### config.mk
export PLATFORM = sky130hd
export DESIGN_NAME = i2c_bus_arbiter
export DESIGN_NICKNAME = d
export VERILOG_FILES = /design/src/rtl/i2c_arb_pkg.sv /design/src/rtl/i2c_rr_pick.sv /design/src/rtl/i2c_bus_arbiter.sv
export SDC_FILE = /design/constraint.sdc
export NUM_CORES = 1
export LEC_CHECK = 0
export ABC_AREA = 1
export BUFFER_PORTS_ARGS = -buffer_cell sky130_fd_sc_hd__clkbuf_2
export CORE_MARGIN = 2
export CORE_UTILIZATION = 48
export CTS_CLUSTER_DIAMETER = 120
export CTS_CLUSTER_SIZE = 24
export DETAILED_ROUTE_END_ITERATION = 10
export PLACE_DENSITY = 0.84
export SETUP_SLACK_MARGIN = 0.15
export SKIP_CTS_REPAIR_TIMING = 1
export SLEW_MARGIN = 10
export SYNTH_ARGS = -nofsm -noshare
export SYNTH_HDL_FRONTEND = slang
export SYNTH_SLANG_ARGS = --single-unit
### constraint.sdc
create_clock -name iCLK -period 2.05 [get_ports iCLK]
set_input_delay 0 -clock iCLK [delete_from_list [all_inputs] [get_ports iCLK]]
set_output_delay 0 -clock iCLK [all_outputs]
set_load 0.05 [all_outputs]
### src/rtl/i2c_arb_pkg.sv
// Shared types and constants for the I2C configuration bus arbiter.
//   arb_state_e     : arbiter FSM states
//   I2C_WORD_W      : transfer word width {slave addr, sub addr, data}
//   TIMEOUT_CYC_DEF : default END timeout in clock cycles (20 ms at 50 MHz)
//   cnt_width()     : timeout counter width, never below 20 bits
package i2c_arb_pkg;

    localparam int unsigned I2C_WORD_W      = 24;
    localparam int unsigned TIMEOUT_CYC_DEF = 1_000_000;
    localparam int unsigned MIN_CNT_W       = 20;

    typedef enum logic [2:0] {
        IDLE,
        LOAD,
        WAIT_END,
        RELEASE,
        DONE
    } arb_state_e;

    function automatic int unsigned cnt_width(input int unsigned timeout_cyc);
        int unsigned w;
        w = $clog2(timeout_cyc + 1);
        return (w < MIN_CNT_W) ? MIN_CNT_W : w;
    endfunction

endpackage

### src/rtl/i2c_rr_pick.sv
// Combinational round-robin picker.
//   req_i     : request vector
//   last_i    : index of the last served requester; search starts after it
//   gnt_c_o   : one-hot grant (all zero when nothing requests)
//   valid_c_o : at least one request present
module i2c_rr_pick #(
    parameter int unsigned N_REQ = 2
) (
    input  logic [N_REQ-1:0]         req_i,
    input  logic [$clog2(N_REQ)-1:0] last_i,
    output logic [N_REQ-1:0]         gnt_c_o,
    output logic                     valid_c_o
);

    localparam int unsigned IDX_W = $clog2(N_REQ);

    logic [IDX_W-1:0] idx;

    // Walk last+1, last+2, ... wrapping, and take the first active request.
    always_comb begin
        gnt_c_o   = '0;
        valid_c_o = 1'b0;
        idx       = '0;
        for (int unsigned k = 1; k <= N_REQ; k++) begin
            idx = IDX_W'((32'(last_i) + k) % N_REQ);
            if (!valid_c_o && req_i[idx]) begin
                gnt_c_o[idx] = 1'b1;
                valid_c_o    = 1'b1;
            end
        end
    end

endmodule

### src/rtl/i2c_bus_arbiter.sv
// Round-robin arbiter sharing one I2C master engine among N_REQ requesters.
// Serialises 24-bit transfers, reports per-requester done/NACK, and aborts
// a transfer whose END never arrives (sticky oTIMEOUT).
// Optional macro I2C_ARB_RETRY_EN: retry a NACKed transfer up to MAX_RETRY
// times before reporting it.
// Ports:
//   iCLK, iRST_N          : clock, asynchronous active-low reset
//   iREQ, iREQ_DATA       : per-requester request level and 24-bit word
//   oGNT, oDONE, oNACK    : one-hot grant, completion pulse, failure flag
//   oI2C_GO, oI2C_DATA    : engine start and transfer word
//   iI2C_END, iI2C_ACK    : engine end level and ACK (0 = acknowledged)
//   oBUSY, oTIMEOUT       : not idle; sticky timeout indicator
module i2c_bus_arbiter
    import i2c_arb_pkg::*;
#(
    parameter int unsigned N_REQ       = 2,
    parameter int unsigned TIMEOUT_CYC = TIMEOUT_CYC_DEF
`ifdef I2C_ARB_RETRY_EN
    , parameter int unsigned MAX_RETRY = 3
`endif
) (
    input  logic                        iCLK,
    input  logic                        iRST_N,
    input  logic [N_REQ-1:0]            iREQ,
    input  logic [I2C_WORD_W*N_REQ-1:0] iREQ_DATA,
    output logic [N_REQ-1:0]            oGNT,
    output logic [N_REQ-1:0]            oDONE,
    output logic [N_REQ-1:0]            oNACK,
    output logic                        oI2C_GO,
    output logic [I2C_WORD_W-1:0]       oI2C_DATA,
    input  logic                        iI2C_END,
    input  logic                        iI2C_ACK,
    output logic                        oBUSY,
    output logic                        oTIMEOUT
);

    localparam int unsigned IDX_W = $clog2(N_REQ);
    localparam int unsigned CNT_W = cnt_width(TIMEOUT_CYC);
`ifdef I2C_ARB_RETRY_EN
    localparam int unsigned RTY_W = (MAX_RETRY < 1) ? 1 : $clog2(MAX_RETRY + 1);
`endif

    arb_state_e              state_q, state_d;
    logic [IDX_W-1:0]        last_q, last_d;
    logic [N_REQ-1:0]        gnt_q, gnt_d;
    logic [N_REQ-1:0]        done_q, done_d;
    logic [N_REQ-1:0]        nack_q, nack_d;
    logic                    go_q, go_d;
    logic [I2C_WORD_W-1:0]   data_q, data_d;
    logic                    busy_q;
    logic                    tout_q, tout_d;
    logic [CNT_W-1:0]        cnt_q, cnt_d;
    logic                    fail_q, fail_d;
    logic                    tpath_q, tpath_d;
    logic [1:0]              end_sync_q;
    logic [1:0]              ack_sync_q;
    logic                    end_prev_q;
`ifdef I2C_ARB_RETRY_EN
    logic [RTY_W-1:0]        retry_q, retry_d;
`endif

    logic                    end_s, ack_s, end_rise;
    logic [CNT_W-1:0]        cnt_inc;
    logic [N_REQ-1:0]        pick_gnt;
    logic                    pick_valid;
    logic [N_REQ-1:0]        req_eff;
    logic [I2C_WORD_W-1:0]   pick_data;
    logic [IDX_W-1:0]        win_idx;

    assign end_s    = end_sync_q[1];
    assign ack_s    = ack_sync_q[1];
    assign end_rise = end_s & ~end_prev_q;
    assign cnt_inc  = (cnt_q == '1) ? cnt_q : cnt_q + CNT_W'(1);

    // A requester still holding iREQ during its own oDONE cycle is not re-served.
    assign req_eff = iREQ & ~done_q;

    i2c_rr_pick #(.N_REQ(N_REQ)) u_pick (
        .req_i     (req_eff),
        .last_i    (last_q),
        .gnt_c_o   (pick_gnt),
        .valid_c_o (pick_valid)
    );

    // Select the winner's transfer word.
    always_comb begin
        pick_data = '0;
        for (int unsigned i = 0; i < N_REQ; i++) begin
            if (pick_gnt[i]) pick_data = iREQ_DATA[I2C_WORD_W*i +: I2C_WORD_W];
        end
    end

    // Encode the current grant for the round-robin pointer.
    always_comb begin
        win_idx = '0;
        for (int unsigned i = 0; i < N_REQ; i++) begin
            if (gnt_q[i]) win_idx = IDX_W'(i);
        end
    end

    // Next-state and output logic.
    always_comb begin
        state_d = state_q;
        last_d  = last_q;
        gnt_d   = gnt_q;
        done_d  = '0;
        nack_d  = '0;
        go_d    = 1'b0;
        data_d  = data_q;
        tout_d  = tout_q;
        cnt_d   = cnt_q;
        fail_d  = fail_q;
        tpath_d = tpath_q;
`ifdef I2C_ARB_RETRY_EN
        retry_d = retry_q;
`endif
        case (state_q)
            IDLE: begin
                if (pick_valid) begin
                    gnt_d   = pick_gnt;
                    data_d  = pick_data;
`ifdef I2C_ARB_RETRY_EN
                    retry_d = '0;
`endif
                    state_d = LOAD;
                end
            end
            LOAD: begin
                go_d    = 1'b1;
                cnt_d   = '0;
                fail_d  = 1'b0;
                tpath_d = 1'b0;
                state_d = WAIT_END;
            end
            WAIT_END: begin
                go_d  = 1'b1;
                cnt_d = cnt_inc;
                if (end_rise) begin
                    fail_d  = ack_s;
                    state_d = RELEASE;
                end else if (cnt_inc >= CNT_W'(TIMEOUT_CYC)) begin
                    fail_d  = 1'b1;
                    tpath_d = 1'b1;
                    tout_d  = 1'b1;
                    state_d = RELEASE;
                end
            end
            RELEASE: begin
                // A hung engine never raised END, so there is nothing to re-arm.
                if (tpath_q) begin
                    state_d = DONE;
                end else if (!end_s) begin
`ifdef I2C_ARB_RETRY_EN
                    if (fail_q && (retry_q < RTY_W'(MAX_RETRY))) begin
                        retry_d = retry_q + RTY_W'(1);
                        state_d = LOAD;
                    end else begin
                        state_d = DONE;
                    end
`else
                    state_d = DONE;
`endif
                end
            end
            DONE: begin
                done_d  = gnt_q;
                nack_d  = fail_q ? gnt_q : '0;
                gnt_d   = '0;
                last_d  = win_idx;
                state_d = IDLE;
            end
            default: begin
                state_d = IDLE;
                gnt_d   = '0;
            end
        endcase
    end

    // State and output registers; END/ACK pass through a 2-flop synchroniser.
    always_ff @(posedge iCLK or negedge iRST_N) begin
        if (!iRST_N) begin
            state_q    <= IDLE;
            last_q     <= '0;
            gnt_q      <= '0;
            done_q     <= '0;
            nack_q     <= '0;
            go_q       <= 1'b0;
            data_q     <= '0;
            busy_q     <= 1'b0;
            tout_q     <= 1'b0;
            cnt_q      <= '0;
            fail_q     <= 1'b0;
            tpath_q    <= 1'b0;
            end_sync_q <= '0;
            ack_sync_q <= '0;
            end_prev_q <= 1'b0;
`ifdef I2C_ARB_RETRY_EN
            retry_q    <= '0;
`endif
        end else begin
            state_q    <= state_d;
            last_q     <= last_d;
            gnt_q      <= gnt_d;
            done_q     <= done_d;
            nack_q     <= nack_d;
            go_q       <= go_d;
            data_q     <= data_d;
            busy_q     <= (state_d != IDLE);
            tout_q     <= tout_d;
            cnt_q      <= cnt_d;
            fail_q     <= fail_d;
            tpath_q    <= tpath_d;
            end_sync_q <= {end_sync_q[0], iI2C_END};
            ack_sync_q <= {ack_sync_q[0], iI2C_ACK};
            end_prev_q <= end_s;
`ifdef I2C_ARB_RETRY_EN
            retry_q    <= retry_d;
`endif
        end
    end

    assign oGNT      = gnt_q;
    assign oDONE     = done_q;
    assign oNACK     = nack_q;
    assign oI2C_GO   = go_q;
    assign oI2C_DATA = data_q;
    assign oBUSY     = busy_q;
    assign oTIMEOUT  = tout_q;

endmodule

==> results.json, run 1 <==
{
  "antenna_found_initial": 0,
  "fin_nets": 639,
  "cts_buffers": 9,
  "reg2reg_slack_ns": -0.03,
  "portBuffers": 86,
  "grt_setup_unrepaired": "true",
  "p_leak_uw": 0.00258,
  "worst-path-buf-inv": 1,
  "drv_cap": 0,
  "netlist_instances": 430,
  "syn-cell-area_um2": 3320,
  "cts_root_buf": "clkbuf_8",
  "ys_ff_latch": 64,
  "power_uw": 5430,
  "cts_max_level": 3,
  "worst-r2r-cell-count": 16,
  "finalMaxSlewViolations": 0,
  "cp_slowest_cell": "dfrtp_1",
  "p_per_area_nw_per_um2": 1140,
  "grt_pass1_vias": 3017,
  "irDropWorstVdd_mv": 0.967,
  "holdCritPathClass": "input port to asynchronous set/reset pin",
  "dieArea_um2": 7590,
  "place_hpwl_um": 6140,
  "syn_avg_cell_area_um2": 7.71,
  "path_class": "flop to flop",
  "yosys.area_share.simple_pct": 25.1,
  "detail_route.first_pass.iterations": 7,
  "wl_um": 10500,
  "max_stage_delay_ns": 0.41,
  "netlist-cell-type-count": 26,
  "tightestPinTransition_ns": 0.647,
  "rows": 30,
  "failed_checks": "negative setup slack",
  "finalSetupViolCount": 1,
  "wire_per_inst_um": 15.7,
  "die_y_um": 87.1,
  "max_freq_mhz": 482,
  "critPathTopFamily": "simple AND/OR/NAND/NOR gates",
  "synthXorXnorAreaFrac_pct": 1.06,
  "cts_tree": "yes",
  "avgViaCountPerCell": 5.42,
  "antenna_cells": 0,
  "yosysWarnings": 0,
  "path_cells": "buf_4, nand2_1, nor2_4, nand2_4, nor2_4, nand2_1, nand2_1, nand3_1, a21oi_1, nand2_1, nand2_2, nand3_2, nand2_2, nand2_1, nand2_1, nand2_1",
  "status": "complete, but fails checks",
  "cts_num_sinks": 64,
  "cp-start-kind": "flop",
  "cp-end-kind": "flop",
  "areaGrowthSynthToFinish_pct": 43.8,
  "synth_area_leaders": "dfrtp_1 (48%), nand2_1 (12%), inv_1 (11%)",
  "ioPinCount": 87,
  "fin_cells": 669,
  "final_cell_mix": "nand2_1 (97), inv_1 (93), clkbuf_2 (85)",
  "gp_congestion": 0.953,
  "grt_pass1_wl_um": 13500,
  "fin_crit_sh_pct": 101,
  "insertion_delay_ns": 0.36,
  "die_x_um": 87.1,
  "post-route-drc-count": 0,
  "overflow": 0,
  "critPathRequiredTime_ns": 2.29,
  "routed-via-count": 3628,
  "crit_fanout": 5,
  "timing.slew.headroom_pct": 56.8,
  "regArea_um2": 1600,
  "setup_tns_ns": -0.0262,
  "clk_pin_slew_ns": 0.09,
  "cts-root-to-sink-buffers": 2,
  "synth-compound-area-share_pct": 12.5,
  "synth.area.mux_share_pct": 0,
  "yosys.area.top_type_share_pct": 48.3,
  "ant_nets": 0,
  "track_usage_pct": 22.7,
  "drive_gt1_share_pct": 26.0,
  "initial_utilization_pct": 49.1,
  "synth_seq_area_share_pct": 48.3,
  "fin_crit_ns": 2.08,
  "arrival_ns": 2.31,
  "rr_endpoint": "fail_q$_DFFE_PN0P_",
  "syn_nets": 485,
  "yosys.area.top_type": "dfrtp_1",
  "placed_cells": 598,
  "fillCellCount": 468,
  "worst_path_most_repeated_cell": "nand2_1",
  "finalClockSkew_ns": 0.0154,
  "multiInputGateArea_um2": 1390,
  "first_iter_violations": 359,
  "r2r-start": "cnt_q[1]$_DFFE_PN0P_",
  "core_area_um2": 6760,
  "grt_max_degree": 42,
  "synth_fa_ha_area_share_pct": 0.377,
  "hold_viol": 0,
  "finalWorstSetupSlack_ns": -0.0262,
  "synth_top_family_by_area": "simple AND/OR/NAND/NOR gates",
  "final_common_cell": "nand2_1"
}
-- cells in the mapped netlist --
cell / number
a21oi_1: 3
buf_4: 1
buf_6: 1
clkbuf_1: 9
clkinv_1: 2
dfrtp_1: 64
ha_1: 1
inv_1: 95
inv_2: 1
nand2_1: 102
nand2_2: 6
nand2_4: 2
nand3_1: 27
nand3_2: 1
nand4_1: 8
nor2_1: 37
nor2_2: 2
nor2_4: 3
nor3_1: 2
o21a_1: 1
o21ai_0: 26
o21ai_1: 1
o221ai_1: 24
o22ai_1: 6
o32ai_1: 1
xor2_1: 4
-- registers in the layout, summed over array words and instances (netlist names) --
signal,cells
end_sync_q,2
end_prev_q,1
oGNT,2
fail_q,1
oNACK,2
last_q,1
ack_sync_q,2
oDONE,2
oTIMEOUT,1
oBUSY,1
state_q,3
oI2C_GO,1
cnt_q,20
oI2C_DATA,24
tpath_q,1
-- metal layers --
layer  GRT usage (%)  vias to the layer above  wire length [um]
met3            3.98                       62               622
met5               0                        -                 0
met1            28.5                     1699              3910
met4            9.51                        0               537
li1                -                     1674                 -
met2            38.7                      193              5460
-- kinds of logic after synthesis --
kind of cell    after synthesis
fa+ha+maj                     1
xor+xnor                      4
flops                        64
compound gates               62
buf+inv                     109
simple gates                190
-- report_power, final --
part	internal, uW	switching (uW)
logic	637	1750
registers	1580	210
clock network	722	532
total	2930	2490
-- metrics by stage --
step                      hold slack, ns  utilization [%]  setup WS, ns  instance area [um2]
after global placement            0.0363             57.8        0.0693                 3910
after global routing               0.236             70.6        -0.186                 4770
final                              0.199             70.6       -0.0262                 4770
after floorplan                   -0.296                -         0.158                 3320
after detailed placement          0.0434             57.8       -0.0215                 3910
after CTS                         -0.330             61.2       -0.0397                 4140
-- worst max path at each step --
| stage | start | endpoint | slack, ns | cells after the start |
|---|---|---|---|---|
| 6_report | cnt_q[1]$_DFFE_PN0P_ | fail_q$_DFFE_PN0P_ | -0.03 | 16 |
| 5_1_grt | cnt_q[7]$_DFFE_PN0P_ | fail_q$_DFFE_PN0P_ | -0.19 | 15 |
| 4_1_cts | cnt_q[1]$_DFFE_PN0P_ | fail_q$_DFFE_PN0P_ | -0.04 | 18 |
| 3_5_place_dp | cnt_q[1]$_DFFE_PN0P_ | fail_q$_DFFE_PN0P_ | -0.02 | 18 |
| 3_3_place_gp | cnt_q[1]$_DFFE_PN0P_ | fail_q$_DFFE_PN0P_ | 0.07 | 18 |
| 2_1_floorplan | cnt_q[1]$_DFFE_PN0P_ | fail_q$_DFFE_PN0P_ | 0.16 | 17 |
-- worst reg2reg max path, delay by kind of cell, from the launching register on --
family / cells / cell delay (ns)
compound gates: 1 / 0.16
buf+inv: 1 / 0.14
simple gates: 14 / 1.26
flops: 1 / 0.41
-- cell type report --
| cell class | count | share of cell area (%) |
|---|---|---|
| inverter | 98 | 7.71 |
| sequential | 64 | 33.6 |
| tap | 80 | 2.10 |
| timing repair buffer | 154 | 22.7 |
| multi-input combinational | 257 | 29.2 |
| clock buffer | 10 | 2.88 |
| clock inverter | 6 | 1.91 |
No activity file was read; power rests on OpenSTA's default activity.
==> inputs of run 2 (changes only) <==
--- a/config.mk
+++ b/config.mk
@@ -7,6 +7,7 @@
 export LEC_CHECK = 0
 export ABC_AREA = 1
 export BUFFER_PORTS_ARGS = -buffer_cell sky130_fd_sc_hd__clkbuf_2
+export CORE_ASPECT_RATIO = 0.9
 export CORE_MARGIN = 2
 export CORE_UTILIZATION = 48
 export CTS_CLUSTER_DIAMETER = 120
@@ -15,7 +16,6 @@
 export PLACE_DENSITY = 0.84
 export SETUP_SLACK_MARGIN = 0.15
 export SKIP_CTS_REPAIR_TIMING = 1
-export SLEW_MARGIN = 10
 export SYNTH_ARGS = -nofsm -noshare
 export SYNTH_HDL_FRONTEND = slang
 export SYNTH_SLANG_ARGS = --single-unit
==> results.json, run 2 (synthesized netlist as in run 1, its figures left out) <==
{
  "status": "complete, but fails checks",
  "failed_checks": "negative hold slack, negative setup slack",
  "clk_pin_slew_ns": 0.08,
  "power_switching_uw": 2540,
  "p_int_uw": 3080,
  "fin_cells": 677,
  "cts_root_buf": "clkbuf_8",
  "wl_um": 11400,
  "hold_ws_ns": -0.0506,
  "critPathRequiredTime_ns": 2.27,
  "fillCellCount": 422,
  "comb_power_share_pct": 43.5,
  "first_iter_violations": 479,
  "placed_cells": 606,
  "grt_max_degree": 51,
  "fin_crit_ns": 2.20,
  "irDropWorstVdd_mv": 0.604,
  "cp_slowest_cell": "dfrtp_1",
  "place_hpwl_um": 6150,
  "insertion_delay_ns": 0.34,
  "cts_max_level": 3,
  "timing.slew.headroom_pct": 56.2,
  "cts_tree": "yes",
  "finalWorstSetupSlack_ns": -0.146,
  "track_usage_pct": 23.0,
  "cp-end-kind": "flop",
  "cts_num_sinks": 64,
  "finalSetupViolCount": 5,
  "tightestPinTransition_ns": 0.655,
  "rows": 28,
  "ioPinCount": 87,
  "core_area_um2": 6620,
  "portBuffers": 86,
  "grt_pass1_vias": 3163,
  "path_cells": "nand2_1, nor2_1, nand2_2, nor2_2, nand2_1, nand2_1, nand3_1, a21oi_1, nand2_1, nand2_1, nand3_2, nand2_4, nand2_2, nand2_1, nand2_1",
  "areaGrowthSynthToFinish_pct": 44.0,
  "overflow": 0,
  "cp-start-kind": "flop",
  "drv_cap": 0,
  "largest_reg_flops": 24,
  "avgViaCountPerCell": 5.58,
  "die_x_um": 91.6,
  "finalClockSkew_ns": 0.00874,
  "drive_gt1_share_pct": 25.8,
  "cts_buffers": 9,
  "fin_crit_sh_pct": 107,
  "p_sw_share_pct": 45.2,
  "gp_congestion": 0.945,
  "holdCritPathClass": "input port to flop",
  "wire_per_inst_um": 16.9,
  "detail_route.first_pass.iterations": 6,
  "crit_fanout": 5,
  "dieArea_um2": 7590,
  "post-route-drc-count": 0,
  "worst-path-buf-inv": 0,
  "p_seq_share_pct": 32.2,
  "reg2reg_slack_ns": -0.15,
  "routed-via-count": 3775,
  "critPathTopFamily": "simple AND/OR/NAND/NOR gates",
  "max_freq_mhz": 455,
  "p_leak_uw": 0.00259,
  "die_y_um": 82.9,
  "final_common_cell": "nand2_1",
  "p_per_area_nw_per_um2": 1180,
  "fin_area_um2": 4780,
  "grt_setup_unrepaired": "true",
  "clkPwrFrac_pct": 24.3,
  "antenna_found_initial": 1,
  "max_stage_delay_ns": 0.40,
  "final_cell_mix": "nand2_1 (98), inv_1 (93), clkbuf_2 (86)",
  "placed_area_um2": 3910,
  "arrival_ns": 2.41,
  "grt_pass1_wl_um": 14300,
  "hold_viol": 2,
  "initial_utilization_pct": 50.1,
  "cts-root-to-sink-buffers": 2,
  "fin_nets": 636,
  "ant_nets": 0,
  "worst_path_most_repeated_cell": "nand2_1",
  "path_class": "flop to flop",
  "finalMaxSlewViolations": 0
}
## run 2: changes by cell type in the layout (fill, tap and decap cells not counted), moves of 2 or more
cell	previous run	this run
nor2_1	31	34
dlygate4sd3_1	51	47
o21ai_1	3	1
o21ai_0	22	25
nor2_4	5	3
buf_6	0	2
buf_4	16	14
## run 2: cell type report
cell class | count | area, um2 | share of cell area (%)
inverters | 98 | 373 | 7.81
well taps | 90 | 113 | 2.36
diodes | 1 | 2.50 | 0.0524
clock buffers | 10 | 138 | 2.88
flip-flops and latches | 64 | 1600 | 33.6
repair buffers | 150 | 1050 | 21.9
multi-input cells | 258 | 1390 | 29.0
clock inverters | 6 | 114 | 2.38
## run 2: power groups by stage
stage / combinational [uW] / clock, uW / sequential, uW
floorplan: 794 / 0 / 2550
global placement: 2120 / 0 / 1770
detailed placement: 2170 / 0 / 1780
CTS: 2180 / 1360 / 1760
global route: 2590 / 1440 / 1830
finish: 2440 / 1360 / 1810
## run 2: worst paths after layout
kind | end | startpoint | depth (start not counted)
max in group asynchronous | fail_q$_DFFE_PN0P_ | iRST_N | 3
max | fail_q$_DFFE_PN0P_ | cnt_q[5]$_DFFE_PN0P_ | 15
min reg2reg | end_sync_q[1]$_DFF_PN0_ | end_sync_q[0]$_DFF_PN0_ | 0
min in group asynchronous | cnt_q[3]$_DFFE_PN0P_ | iRST_N | 2
min | oI2C_DATA[5]$_DFFE_PN0P_ | iREQ_DATA[29] | 3
max reg2reg | fail_q$_DFFE_PN0P_ | cnt_q[5]$_DFFE_PN0P_ | 15
## run 2: metal layers
layer  wire [um]  GRT usage [%]
met3         941           3.09
met5           0              0
met2        5850           37.7
met4         670           8.54
met1        3960           31.2
## run 2: through the flow
stage | TNS (ns) | utilization (%) | total power (uW) | setup WS (ns)
3_3_place_gp | 0 | 59.0 | 3900 | 0.0397
5_1_grt | -1.34 | 72.1 | 5860 | -0.271
2_1_floorplan | 0 | - | 3340 | 0.158
3_5_place_dp | -0.0945 | 59.0 | 3960 | -0.0568
4_1_cts | -0.151 | 62.8 | 5300 | -0.0764
6_report | -0.370 | 72.1 | 5620 | -0.146
## run 2: worst reg2reg max path, cell delays in order (launching register included)
cell and delay (ns):
dfrtp_1 0.40, nand2_1 0.11, nor2_1 0.22, nand2_2 0.18, nor2_2 0.16, nand2_1 0.07, nand2_1 0.10, nand3_1 0.13
a21oi_1 0.18, nand2_1 0.09, nand2_1 0.10, nand3_2 0.09, nand2_4 0.09, nand2_2 0.05, nand2_1 0.06, nand2_1 0.05
